[config.mk]
export PLATFORM = sky130hd
export DESIGN_NAME = spi_slave_flat
export DESIGN_NICKNAME = d
export VERILOG_FILES = /design/src/rtl/spi_slave_if.sv /design/src/rtl/spi_slave.sv /design/src/flat_wrapper.sv
export SDC_FILE = /design/constraint.sdc
export NUM_CORES = 1
export LEC_CHECK = 0
export CAP_MARGIN = 20
export CORE_MARGIN = 2
export CORE_UTILIZATION = 42
export CTS_CLUSTER_DIAMETER = 60
export CTS_CLUSTER_SIZE = 30
export DETAILED_ROUTE_END_ITERATION = 8
export GPL_TIMING_DRIVEN = 0
export PLACE_DENSITY = 0.69
export SLEW_MARGIN = 30
export SYNTH_ARGS = -nofsm -noshare
export SYNTH_HDL_FRONTEND = slang
export SYNTH_SLANG_ARGS = --single-unit
[constraint.sdc]
create_clock -name clk -period 1.6 [get_ports clk]
set_input_delay 0.24 -clock clk [delete_from_list [all_inputs] [get_ports clk]]
set_output_delay 0.24 -clock clk [all_outputs]
set_load 0.02 [all_outputs]
[src/rtl/spi_slave_if.sv]
// -----------------------------------------------------------------------------
// spi_slave_if
//   Bundles the SPI pins and the fabric-side TX/RX handshake of spi_slave.
//   clk and rst are not part of the bundle; they remain plain module ports.
//
//   SPI side    : sclk, cs_n, mosi (from master), miso, miso_oe (to master)
//   TX side     : tx_data, tx_valid (from fabric), tx_ready (to fabric)
//   RX side     : rx_data, rx_valid (to fabric)
//   Status      : tx_underrun, busy (to fabric)
//
//   modport slave  : the view taken by spi_slave itself
//   modport master : the opposite view (SPI master plus fabric producer)
// -----------------------------------------------------------------------------
interface spi_slave_if #(
    parameter int DATA_W = 8
);
    logic              sclk;
    logic              cs_n;
    logic              mosi;
    logic              miso;
    logic              miso_oe;
    logic [DATA_W-1:0] tx_data;
    logic              tx_valid;
    logic              tx_ready;
    logic [DATA_W-1:0] rx_data;
    logic              rx_valid;
    logic              tx_underrun;
    logic              busy;

    modport slave (
        input  sclk, cs_n, mosi, tx_data, tx_valid,
        output miso, miso_oe, tx_ready, rx_data, rx_valid, tx_underrun, busy
    );

    modport master (
        output sclk, cs_n, mosi, tx_data, tx_valid,
        input  miso, miso_oe, tx_ready, rx_data, rx_valid, tx_underrun, busy
    );
endinterface

[src/rtl/spi_slave.sv]
// -----------------------------------------------------------------------------
// spi_slave
//   SPI target that oversamples SCLK/CS_N/MOSI in the system clock domain and
//   shifts DATA_W-bit words MSB-first in both directions. A one-word TX holding
//   buffer (ready/valid) feeds the shift register at each word boundary; each
//   completed RX word is presented with a one-cycle rx_valid strobe. Words may
//   follow back-to-back while cs_n stays low.
//
//   Parameters : DATA_W (2..32) word length, CPOL idle SCLK level,
//                CPHA 0 = sample leading / shift trailing,
//                     1 = shift leading  / sample trailing.
//   Ports      : clk  system clock, at least 4x SCLK
//                rst  synchronous reset, active-high
//                bus  spi_slave_if.slave (SPI pins, TX/RX handshake, status)
// -----------------------------------------------------------------------------
module spi_slave #(
    parameter int DATA_W = 8,
    parameter bit CPOL   = 1'b0,
    parameter bit CPHA   = 1'b0
) (
    input  logic        clk,
    input  logic        rst,
    spi_slave_if.slave  bus
);

    localparam int              CNT_W    = $clog2(DATA_W + 1);
    localparam logic [CNT_W-1:0] LAST_BIT = CNT_W'(DATA_W - 1);

    typedef enum logic [1:0] {
        IDLE   = 2'd0,
        LOAD   = 2'd1,
        ACTIVE = 2'd2
    } state_e;

    state_e state_q, state_d;

    // Synchronisers plus one history stage for edge detection.
    logic sclk_s1_q, sclk_s1_d, sclk_s2_q, sclk_s2_d, sclk_h_q, sclk_h_d;
    logic cs_s1_q,   cs_s1_d,   cs_s2_q,   cs_s2_d,   cs_h_q,   cs_h_d;
    logic mosi_s1_q, mosi_s1_d, mosi_s2_q, mosi_s2_d;

    logic [DATA_W-1:0] tx_shift_q, tx_shift_d;
    logic [DATA_W-1:0] rx_shift_q, rx_shift_d;
    logic [DATA_W-1:0] hold_q,     hold_d;
    logic              hold_full_q, hold_full_d;
    logic [DATA_W-1:0] rx_data_q,  rx_data_d;
    logic              rx_valid_q, rx_valid_d;
    logic              underrun_q, underrun_d;
    logic [CNT_W-1:0]  bit_cnt_q,  bit_cnt_d;
    logic              miso_q,     miso_d;
    logic              busy_q,     busy_d;

    logic sclk_rise, sclk_fall, lead_edge, trail_edge;
    logic sample_edge, shift_edge;
    logic cs_fall, cs_rise, word_done;

    // -------------------------------------------------------------------------
    // Edge decode on the synchronised inputs
    // -------------------------------------------------------------------------
    assign sclk_rise   =  sclk_s2_q & ~sclk_h_q;
    assign sclk_fall   = ~sclk_s2_q &  sclk_h_q;
    assign lead_edge   = CPOL ? sclk_fall : sclk_rise;
    assign trail_edge  = CPOL ? sclk_rise : sclk_fall;
    assign sample_edge = CPHA ? trail_edge : lead_edge;
    assign shift_edge  = CPHA ? lead_edge  : trail_edge;

    assign cs_fall     =  cs_h_q & ~cs_s2_q;
    assign cs_rise     = ~cs_h_q &  cs_s2_q;

    assign word_done   = (state_q == ACTIVE) && sample_edge && (bit_cnt_q == LAST_BIT);

    // -------------------------------------------------------------------------
    // FSM: state register
    // -------------------------------------------------------------------------
    // NOTE: sequential state is written with <= so every flop samples the
    // values from before the edge, independent of statement order.
    always_ff @(posedge clk) begin
        if (rst) begin
            state_q <= IDLE;
        end else begin
            state_q <= state_d;
        end
    end

    // -------------------------------------------------------------------------
    // FSM: next state
    // -------------------------------------------------------------------------
    // NOTE: every signal assigned in an always_comb gets a default on entry,
    // so no path through the block can leave it holding a value (no latch).
    always_comb begin
        state_d = state_q;
        if (cs_rise) begin
            state_d = IDLE;
        end else begin
            case (state_q)
                IDLE:    if (cs_fall)   state_d = LOAD;
                LOAD:                   state_d = ACTIVE;
                ACTIVE:  if (word_done) state_d = LOAD;
                default:                state_d = IDLE;
            endcase
        end
    end

    // -------------------------------------------------------------------------
    // FSM outputs and datapath next values
    // -------------------------------------------------------------------------
    always_comb begin
        sclk_s1_d   = bus.sclk;
        sclk_s2_d   = sclk_s1_q;
        sclk_h_d    = sclk_s2_q;
        cs_s1_d     = bus.cs_n;
        cs_s2_d     = cs_s1_q;
        cs_h_d      = cs_s2_q;
        mosi_s1_d   = bus.mosi;
        mosi_s2_d   = mosi_s1_q;

        tx_shift_d  = tx_shift_q;
        rx_shift_d  = rx_shift_q;
        bit_cnt_d   = bit_cnt_q;
        hold_d      = hold_q;
        hold_full_d = hold_full_q;
        rx_data_d   = rx_data_q;
        rx_valid_d  = 1'b0;
        underrun_d  = 1'b0;

        if (cs_rise || (state_q == IDLE)) begin
            // Deselected or aborting: any partial word is dropped. A word
            // already moved into the shift register is lost; the holding
            // buffer is left untouched.
            tx_shift_d = '0;
            rx_shift_d = '0;
            bit_cnt_d  = '0;
        end else if (state_q == LOAD) begin
            bit_cnt_d  = '0;
            rx_shift_d = '0;
            if (hold_full_q) begin
                tx_shift_d  = hold_q;
                hold_full_d = 1'b0;
            end else begin
                tx_shift_d  = '0;
                underrun_d  = 1'b1;
            end
        end else begin
            if (sample_edge) begin
                rx_shift_d = {rx_shift_q[DATA_W-2:0], mosi_s2_q};
                bit_cnt_d  = bit_cnt_q + CNT_W'(1);
                if (bit_cnt_q == LAST_BIT) begin
                    rx_data_d  = rx_shift_d;
                    rx_valid_d = 1'b1;
                end
            end
            // With no sample taken yet in this word the loaded MSB stays on
            // miso: this skips the first CPHA=1 leading edge and, for CPHA=0,
            // the trailing edge of the previous word's last bit in a burst.
            if (shift_edge && (bit_cnt_q != '0)) begin
                tx_shift_d = {tx_shift_q[DATA_W-2:0], 1'b0};
            end
        end

        // Fabric capture uses the pre-LOAD fullness, so a word written in the
        // LOAD cycle lands in the buffer and waits for the next word.
        if (bus.tx_valid && !hold_full_q) begin
            hold_d      = bus.tx_data;
            hold_full_d = 1'b1;
        end

        busy_d = (state_d != IDLE);
        miso_d = busy_d ? tx_shift_d[DATA_W-1] : 1'b0;
    end

    // -------------------------------------------------------------------------
    // Datapath registers
    // -------------------------------------------------------------------------
    // The cs_n chain resets to "low" so that a cs_n held low across reset never
    // produces a falling edge; the aborted frame stays ignored until cs_n is
    // seen high and then low again.
    always_ff @(posedge clk) begin
        if (rst) begin
            sclk_s1_q   <= CPOL;
            sclk_s2_q   <= CPOL;
            sclk_h_q    <= CPOL;
            cs_s1_q     <= 1'b0;
            cs_s2_q     <= 1'b0;
            cs_h_q      <= 1'b0;
            mosi_s1_q   <= 1'b0;
            mosi_s2_q   <= 1'b0;
            tx_shift_q  <= '0;
            rx_shift_q  <= '0;
            bit_cnt_q   <= '0;
            hold_full_q <= 1'b0;
            rx_data_q   <= '0;
            rx_valid_q  <= 1'b0;
            underrun_q  <= 1'b0;
            miso_q      <= 1'b0;
            busy_q      <= 1'b0;
        end else begin
            sclk_s1_q   <= sclk_s1_d;
            sclk_s2_q   <= sclk_s2_d;
            sclk_h_q    <= sclk_h_d;
            cs_s1_q     <= cs_s1_d;
            cs_s2_q     <= cs_s2_d;
            cs_h_q      <= cs_h_d;
            mosi_s1_q   <= mosi_s1_d;
            mosi_s2_q   <= mosi_s2_d;
            tx_shift_q  <= tx_shift_d;
            rx_shift_q  <= rx_shift_d;
            bit_cnt_q   <= bit_cnt_d;
            hold_full_q <= hold_full_d;
            rx_data_q   <= rx_data_d;
            rx_valid_q  <= rx_valid_d;
            underrun_q  <= underrun_d;
            miso_q      <= miso_d;
            busy_q      <= busy_d;
        end
    end

    // NOTE: the holding-buffer data word has no reset; hold_full_q qualifies
    // it, so its content is never observed before a capture writes it.
    always_ff @(posedge clk) begin
        hold_q <= hold_d;
    end

    // -------------------------------------------------------------------------
    // Outputs
    // -------------------------------------------------------------------------
    assign bus.miso        = miso_q;
    assign bus.miso_oe     = busy_q;
    assign bus.tx_ready    = ~hold_full_q;
    assign bus.rx_data     = rx_data_q;
    assign bus.rx_valid    = rx_valid_q;
    assign bus.tx_underrun = underrun_q;
    assign bus.busy        = busy_q;

endmodule

[src/flat_wrapper.sv]
// flat-port wrapper written by rule: the top's interface ports become plain ports
module spi_slave_flat 
#(
    parameter int DATA_W = 8,
    parameter bit CPOL   = 1'b0,
    parameter bit CPHA   = 1'b0
)
  (clk, rst, bus_sclk, bus_cs_n, bus_mosi, bus_tx_data, bus_tx_valid, bus_miso, bus_miso_oe, bus_tx_ready, bus_rx_data, bus_rx_valid, bus_tx_underrun, bus_busy);
  spi_slave_if #(.DATA_W(DATA_W)) bus_i ();
  input  logic clk;
  input  logic rst;
  input wire logic [$bits(bus_i.sclk)-1:0] bus_sclk;
  input wire logic [$bits(bus_i.cs_n)-1:0] bus_cs_n;
  input wire logic [$bits(bus_i.mosi)-1:0] bus_mosi;
  input wire logic [$bits(bus_i.tx_data)-1:0] bus_tx_data;
  input wire logic [$bits(bus_i.tx_valid)-1:0] bus_tx_valid;
  output wire logic [$bits(bus_i.miso)-1:0] bus_miso;
  output wire logic [$bits(bus_i.miso_oe)-1:0] bus_miso_oe;
  output wire logic [$bits(bus_i.tx_ready)-1:0] bus_tx_ready;
  output wire logic [$bits(bus_i.rx_data)-1:0] bus_rx_data;
  output wire logic [$bits(bus_i.rx_valid)-1:0] bus_rx_valid;
  output wire logic [$bits(bus_i.tx_underrun)-1:0] bus_tx_underrun;
  output wire logic [$bits(bus_i.busy)-1:0] bus_busy;
  assign bus_i.sclk = bus_sclk;
  assign bus_i.cs_n = bus_cs_n;
  assign bus_i.mosi = bus_mosi;
  assign bus_i.tx_data = bus_tx_data;
  assign bus_i.tx_valid = bus_tx_valid;
  assign bus_miso = bus_i.miso;
  assign bus_miso_oe = bus_i.miso_oe;
  assign bus_tx_ready = bus_i.tx_ready;
  assign bus_rx_data = bus_i.rx_data;
  assign bus_rx_valid = bus_i.rx_valid;
  assign bus_tx_underrun = bus_i.tx_underrun;
  assign bus_busy = bus_i.busy;
  spi_slave #(.DATA_W(DATA_W), .CPOL(CPOL), .CPHA(CPHA)) u_core (.clk(clk), .rst(rst), .bus(bus_i));
endmodule
==> reports/results.txt, run 1 <==
outcome: finished, violations left
violated checks: setup timing
clock-pin slew on the worst setup and hold paths: 0.09 ns
asr flop ratio synth: 0
Seq/Total Area, Yosys: 0.5745
post-route setup slack: -0.06943 ns
Peak Freq: 599.0 MHz
root buf cell: clkbuf_8
fin. max-slew vios: 0
Final Wtd Congestion: 0.7399
most frequent cells in the layout: 40 x dfxtp_1, 25 x clkdlybuf4s50_1, 21 x nand2_1
Seq cells post-synth: 50
Yosys warnings: 0
placed cell areas: 2218 um2
DRT Pass-1 Iters: 4
area of the multi-input gates: 773.2 um2
final antenna-violating net count: 0
Die Wd: 70.94 um
internal power: 0.001752 W
worst path arrival time: 1.85 ns
share of the synthesized area in the top cell type: 0.4468
Sw Pwr: 0.0004659 W
GR Util All Layers: 0.1371
vias in the first global route: 1219
Final Setup Violations: 2
hold wc startpoint: u_core.cs_s1_q
ratio of cells with drive above 1 in the final layout: 0.1636
post-synth cell types: 34
DRC: 0
Via Count: 1298
Hold Buf Count CTS: 0
simple-gate area share of the yosys netlist: 0.1915
Synth Area in Compound Gates: 0.08710
CTS tree: built
RSZ-0062 raised after global routing: true
initial antenna violation count: 0
Hold Vio Cnt, Final: 0
Skew-Pair Late Insertion Delay: 0.30 ns
met1 Use GR: 0.1947
Starting Density: 0.4352
M2 GR Usage: 0.2004
Routed wire per std cell: 11.93 um
RR Startpoint: u_core.bit_cnt_q[0]
GRT overflow: 0
largest net degree at the start of global routing: 16
Reg area: 1084 um2
power share of the clock group: 0.362
CP Launch Point: u_core.bit_cnt_q[0]
CTS H-tree depth: 2
Port Buffers: 27
Die Height: 70.94 um
final cell count without fillers: 272
Layout Area Growth over Synthesis: 28.92%
area leader, netlist: dfxtp_1
Logic pwr share: 0.047
critical path fanouts, max: 7
critical path launch point type: register
top_reg_cell synth: dfxtp_1
mux cell area share after synthesis: 0.07447
WS Path Type: reg -> reg
CTS Buffer Depth: 2
diodes inserted: 0
Synth Area in Adders: 0.01330
met3 Usage GRT: 0.03419
flop2flop setup slack: -0.07 ns
Site Rows: 24
Max Cap Viol: 0
Setup Skew: 0.007512 ns
LEAKAGE: 0.9434 nW
worst rel slew slack: 0.6024
worst hold path endpoint: u_core.cs_h_d
Post-synth EDFFs: 8
Ports: 28
post-synthesis xor/xnor area fraction: 0.01396
GRT Max-Usage Layer: met2
Core ar.: 4324 um2
Placed Cells: 260
Peak VDD IR: 0.7242 mV
Seq pwr share: 0.591
Sw Share: 0.2101
largest family of logic cells by synthesized area: simple AND/OR/NAND/NOR gates
Critical R2R Capture: u_core.bus.miso
die area: 5032 um2
Syn Nets: 197
pwr/cell area: 914.1 nW/um2
initial DRC count: 34
total length of routed wires: 3245 um
cells taking the most area after synthesis: dfxtp_1 45%, edfxtp_1 13%, mux2i_1 7.4%
hold crit path type: reg -> reg
Mean Syn Cell Area: 10.40 um2
clock period minus worst slack: 1.669 ns
commonest non-fill, non-tap cell in the layout: dfxtp_1
Fillers: 401
post-route cell area: 2426 um2
Setup crit end kind: register
nets: 235
Mapped Cells: 181
Worst Hold Depth: 1
Final Cycle Share: 1.043
clock sink count: 50
cts bufs inserted: 5
hpwl dp: 2204 um
Slew @ Worst Pin: 0.5925 ns
mapped cell area: 1882 um2
worst reg-to-reg path cell count: 7
first-pass GRT wire length: 5457 um
worst path required time: 1.78 ns
via/cell ratio: 4.772
-- power groups by stage --
stage	clock network [W]	registers, W	logic (W)
floorplan	0	0.00134	0.0000504
global placement	0	0.00134	0.000102
detailed placement	0	0.00134	0.000103
CTS	0.000829	0.00131	0.000103
global route	0.000884	0.00131	0.000115
finish	0.000803	0.00131	0.000104
-- registers in the layout (all words and copies together) (netlist names) --
signal,count
u_core.bit_cnt_q,4
u_core.bus.busy,1
u_core.bus.miso,1
u_core.bus.rx_data,8
u_core.bus.rx_valid,1
u_core.bus.tx_underrun,1
u_core.cs_h_d,1
u_core.cs_h_q,1
u_core.cs_s1_q,1
u_core.hold_full_q,1
u_core.hold_q,8
u_core.mosi_s1_q,1
u_core.mosi_s2_q,1
u_core.rx_shift_q,7
u_core.sclk_h_d,1
u_core.sclk_h_q,1
u_core.sclk_s1_q,1
u_core.state_q,2
u_core.tx_shift_q,8
-- cell usage after synthesis (2+ instances only) --
master and n:
nor2_1 17, nor3b_1 2, nand4_1 2, nor2b_1 12
xnor2_1 2, nor3_1 4, dfxtp_1 42, mux2i_1 14
nand2_1 21, nand2b_1 2, buf_2 5, a21oi_1 15
inv_1 4, clkbuf_1 4, edfxtp_1 8, ha_1 2
buf_6 2, a211oi_1 7
-- what timing repair did --
item	4_1_cts	5_1_grt
pin swaps	7	5
gates resized for setup	7	14
cloned	0	1
buffers inserted	3	0
setup endpoints to repair	8	25
-- area by class of cell --
class / instances / area share
multi-input cells: 115 / 0.3187
inverters: 4 / 0.006189
clock buffers: 6 / 0.03868
repair buffers: 31 / 0.1274
plain buffers: 12 / 0.03146
well taps: 52 / 0.02682
clock inverters: 2 / 0.004126
flip-flops and latches: 50 / 0.4466
-- through the flow --
| step | setup WS [ns] | total power [W] | setup TNS, ns | hold WS (ns) | utilization |
|---|---|---|---|---|---|
| finish | -0.06943 | 0.002218 | -0.1145 | 0.4464 | 0.5611 |
| global route | -0.1403 | 0.002314 | -0.5254 | 0.4620 | 0.5611 |
| CTS | -0.03665 | 0.002243 | -0.08850 | 0.4438 | 0.5475 |
| detailed placement | -0.1329 | 0.001444 | -1.176 | 0.4234 | 0.5130 |
| global placement | -0.06810 | 0.001442 | -0.6659 | 0.4176 | 0.5130 |
| floorplan | 0.01767 | 0.001389 | 0 | 0.3116 | - |
-- kinds of logic after synthesis --
family	after synthesis
AO/OA/AOI/OAI	27
XOR/XNOR	3
adder cells (fa/ha/maj)	2
buffers and inverters	16
flip-flops	50
multiplexers	14
AND/OR/NAND/NOR	69
-- worst max-delay path: stages, from the launching register on --
cell	delay, ns
dfxtp_2	0.34
inv_2	0.04
ha_4	0.14
nor3b_4	0.14
or3b_1	0.36
buf_6	0.16
a211oi_4	0.28
nor3b_2	0.08
-- layer usage --
layer  wire, um  share of wire  up-vias
li1           -              -      686
met1       1690           0.52      589
met2       1406           0.43       18
met3         91          0.028        5
met4         58          0.018        0
met5          0              0        -
-- worst max path at each step --
stage,slack (ns),end,cells after the start
2_1_floorplan,0.02,u_core.tx_shift_q[5],7
3_3_place_gp,-0.07,u_core.tx_shift_q[4],7
3_5_place_dp,-0.13,u_core.tx_shift_q[1],7
4_1_cts,-0.04,u_core.tx_shift_q[1],7
5_1_grt,-0.14,u_core.bus.miso,7
6_report,-0.07,u_core.bus.miso,7
Note: power is estimated with default switching activity, not from simulation.
==> run 2, diff against run 1 <==
Settings changed: ABC_AREA set to 1, CORE_UTILIZATION 42 to 47, PLACE_DENSITY 0.69 to 0.75.
==> reports/results.txt, run 2 <==
outcome: completed
Hold Vio Cnt, Final: 0 (unchanged)
diodes inserted: 0 (unchanged)
setup repair bufs after CTS: 0 (-3)
highest-delay cell along the critical path: clkdlybuf4s50_1
DRC: 0 (unchanged)
WS Path Type: reg -> out
Max Cap Viol: 0 (unchanged)
total length of routed wires: 3220 um (-0.77%)
worst path required time: 1.36 ns (-0.42 ns)
Slew @ Worst Pin: 0.5837 ns (-0.008735 ns)
most frequent cell after synthesis: nand2_1
Hold Slack: 0.4135 ns (-0.03293 ns)
Routed wire per std cell: 10.22 um (-14%)
Mapped Cells: 230 (+27%)
hold crit path type: reg -> reg
Post-synth EDFFs: 8 (unchanged)
Sum Neg Setup Slack: 0 ns (+0.1145 ns)
Skew-Pair Late Insertion Delay: 0.31 ns (about the same)
crit path buf inv count: 1 (-1)
initial antenna violation count: 0 (unchanged)
pwr/cell area: 904.9 nW/um2 (-1.0%)
Yosys warnings: 0 (unchanged)
fin. max-slew vios: 0 (unchanged)
critical path's top delay family: buffers and inverters
worst path arrival time: 1.25 ns (-0.60 ns)
RSZ-0062 raised after global routing: false
clock period minus worst slack: 1.492 ns (-0.1777 ns)
Ports: 28 (unchanged)
area leader, netlist: dfxtp_1
ratio of cells with drive above 1 in the final layout: 0.09434 (-0.06930)
Core Util, Final: 0.5903 (+0.02924)
nets: 280 (+19%)
cts repair resizes: 1 (-6)
worst rel slew slack: 0.6094 (+0.007035)
hpwl dp: 2363 um (+7.2%)
Final Wtd Congestion: 0.8309 (+12%)
GR Util All Layers: 0.1685 (+0.03136)
Hold Buf Count CTS: 0 (unchanged)
initial DRC count: 60 (+76%)
Seq cells post-synth: 50 (unchanged)
CTS Buffer Depth: 2 (unchanged)
asr flop ratio synth: 0 (unchanged)
Layout Area Growth over Synthesis: 21.97%
cells taking the most area after synthesis: dfxtp_1 44%, edfxtp_1 13%, nand2_1 9.2%
CTS H-tree depth: 2 (unchanged)
Site Rows: 23 (-4.2%)
Die Wd: 67.72 um (-4.5%)
cts bufs inserted: 5 (unchanged)
DRT Pass-1 Iters: 5 (+1)
clock sink count: 50 (unchanged)
critical path fanouts, max: 2 (-5)
die area: 4585 um2 (-8.9%)
mapped cell area: 1908 um2 (+1.4%)
placed cell areas: 2241 um2 (+1.0%)
top_reg_cell synth: dfxtp_1
post-route cell area: 2327 um2 (-4.1%)
CTS tree: built
Syn Nets: 246 (+25%)
via/cell ratio: 4.730 (-0.88%)
final antenna-violating net count: 0 (unchanged)
most frequent cells in the layout: 47 x nand2_1, 42 x dfxtp_1, 33 x nor2_1
post-synth cell types: 24 (-29%)
vias in the first global route: 1350 (+11%)
GRT overflow: 0 (unchanged)
first-pass GRT wire length: 5651 um (+3.6%)
Final Setup Violations: 0 (-2)
Setup crit end kind: primary output
Seq/Total Area, Yosys: 0.5666 (-0.007911)
critical path launch point type: register
commonest cells in the netlist: 47 x nand2_1, 42 x dfxtp_1, 33 x nor2_1
Port Buffers: 27 (unchanged)
Final Cycle Share: 0.9323 (-0.1111)
commonest non-fill, non-tap cell in the layout: nand2_1
Die Height: 67.72 um (-4.5%)
Core ar.: 3943 um2 (-8.8%)
Mean Syn Cell Area: 8.296 um2 (-20%)
Setup Skew: 0.005404 ns (-0.002108 ns)
Starting Density: 0.4840 (+0.04879)
clock-pin slew on the worst setup and hold paths: 0.08 ns (about the same)
Via Count: 1490 (+15%)
flop2flop setup slack: 0.19 ns (+0.26 ns)
Crit path largest cell delay: 0.60 ns (+0.24 ns)
share of the synthesized area in the top cell type: 0.4407 (-0.006153)
worst path cell trace: clkdlybuf4s50_1
root buf cell: clkbuf_8
Peak VDD IR: 0.5609 mV (-23%)
largest net degree at the start of global routing: 16 (unchanged)
Peak Freq: 670.4 MHz (+12%)
LEAKAGE: 0.9927 nW (+5.2%)
## run 2: cell count changes after synthesis, moves of 6 or more
cell and change:
mux2i_1 -14, nand2_1 +26, a211oi_1 -7, a21oi_1 -6, o21ai_0 +8, nand3_1 +18
nor2_1 +16, inv_1 +28, nor2b_1 -12
## run 2: layer usage
layer,up-vias,wire length [um],track usage,share of wire
li1,788,-,-,-
met1,670,1501,0.2044,0.47
met2,27,1522,0.2635,0.47
met3,5,130,0.05833,0.040
met4,0,65,0.08673,0.020
met5,-,0,0,0
## run 2: worst paths after layout
check                        startpoint          endpoint  cells after the start
setup reg to reg    u_core.bit_cnt_q[1]   u_core.bus.miso                      9
hold / removal         u_core.mosi_s1_q  u_core.mosi_s2_q                      2
setup / recovery  u_core.bus.rx_data[4]    bus_rx_data[4]                      1
hold reg to reg        u_core.mosi_s1_q  u_core.mosi_s2_q                      2
## run 2: layout make-up
class,instances,area (um2)
fillers,354,1615
flip-flops and latches,50,1081
multi-input cells,139,653.1
repair buffers,27,271.5
inverters,35,131.4
clock buffers,5,68.82
well taps,50,62.56
plain buffers,6,42.54
clock inverters,3,16.27
## run 2: logic make-up after synthesis
family,synth area share
flops,0.5666
compound gates,0.05967
simple gates,0.2695
fa+ha+maj,0.01311
buf+inv,0.09114
## run 2: report_power, final
group	switching, W	internal (W)	total (W)	leakage [nW]
logic	0.0000520	0.0000487	0.000101	0.535
clock network	0.000396	0.000299	0.000695	0.0416
registers	0.00000903	0.00130	0.00131	0.416
total	0.000457	0.00165	0.00211	0.993
## run 2: metrics by stage
stage | cells | setup slack [ns] | total power, W
after detailed placement | 307 | 0.008882 | 0.001443
after global placement | 307 | 0.02972 | 0.001439
after global routing | 315 | 0.01597 | 0.002198
after floorplan | 230 | 0.4222 | 0.001390
after CTS | 315 | 0.03294 | 0.002129
final | 315 | 0.1083 | 0.002106
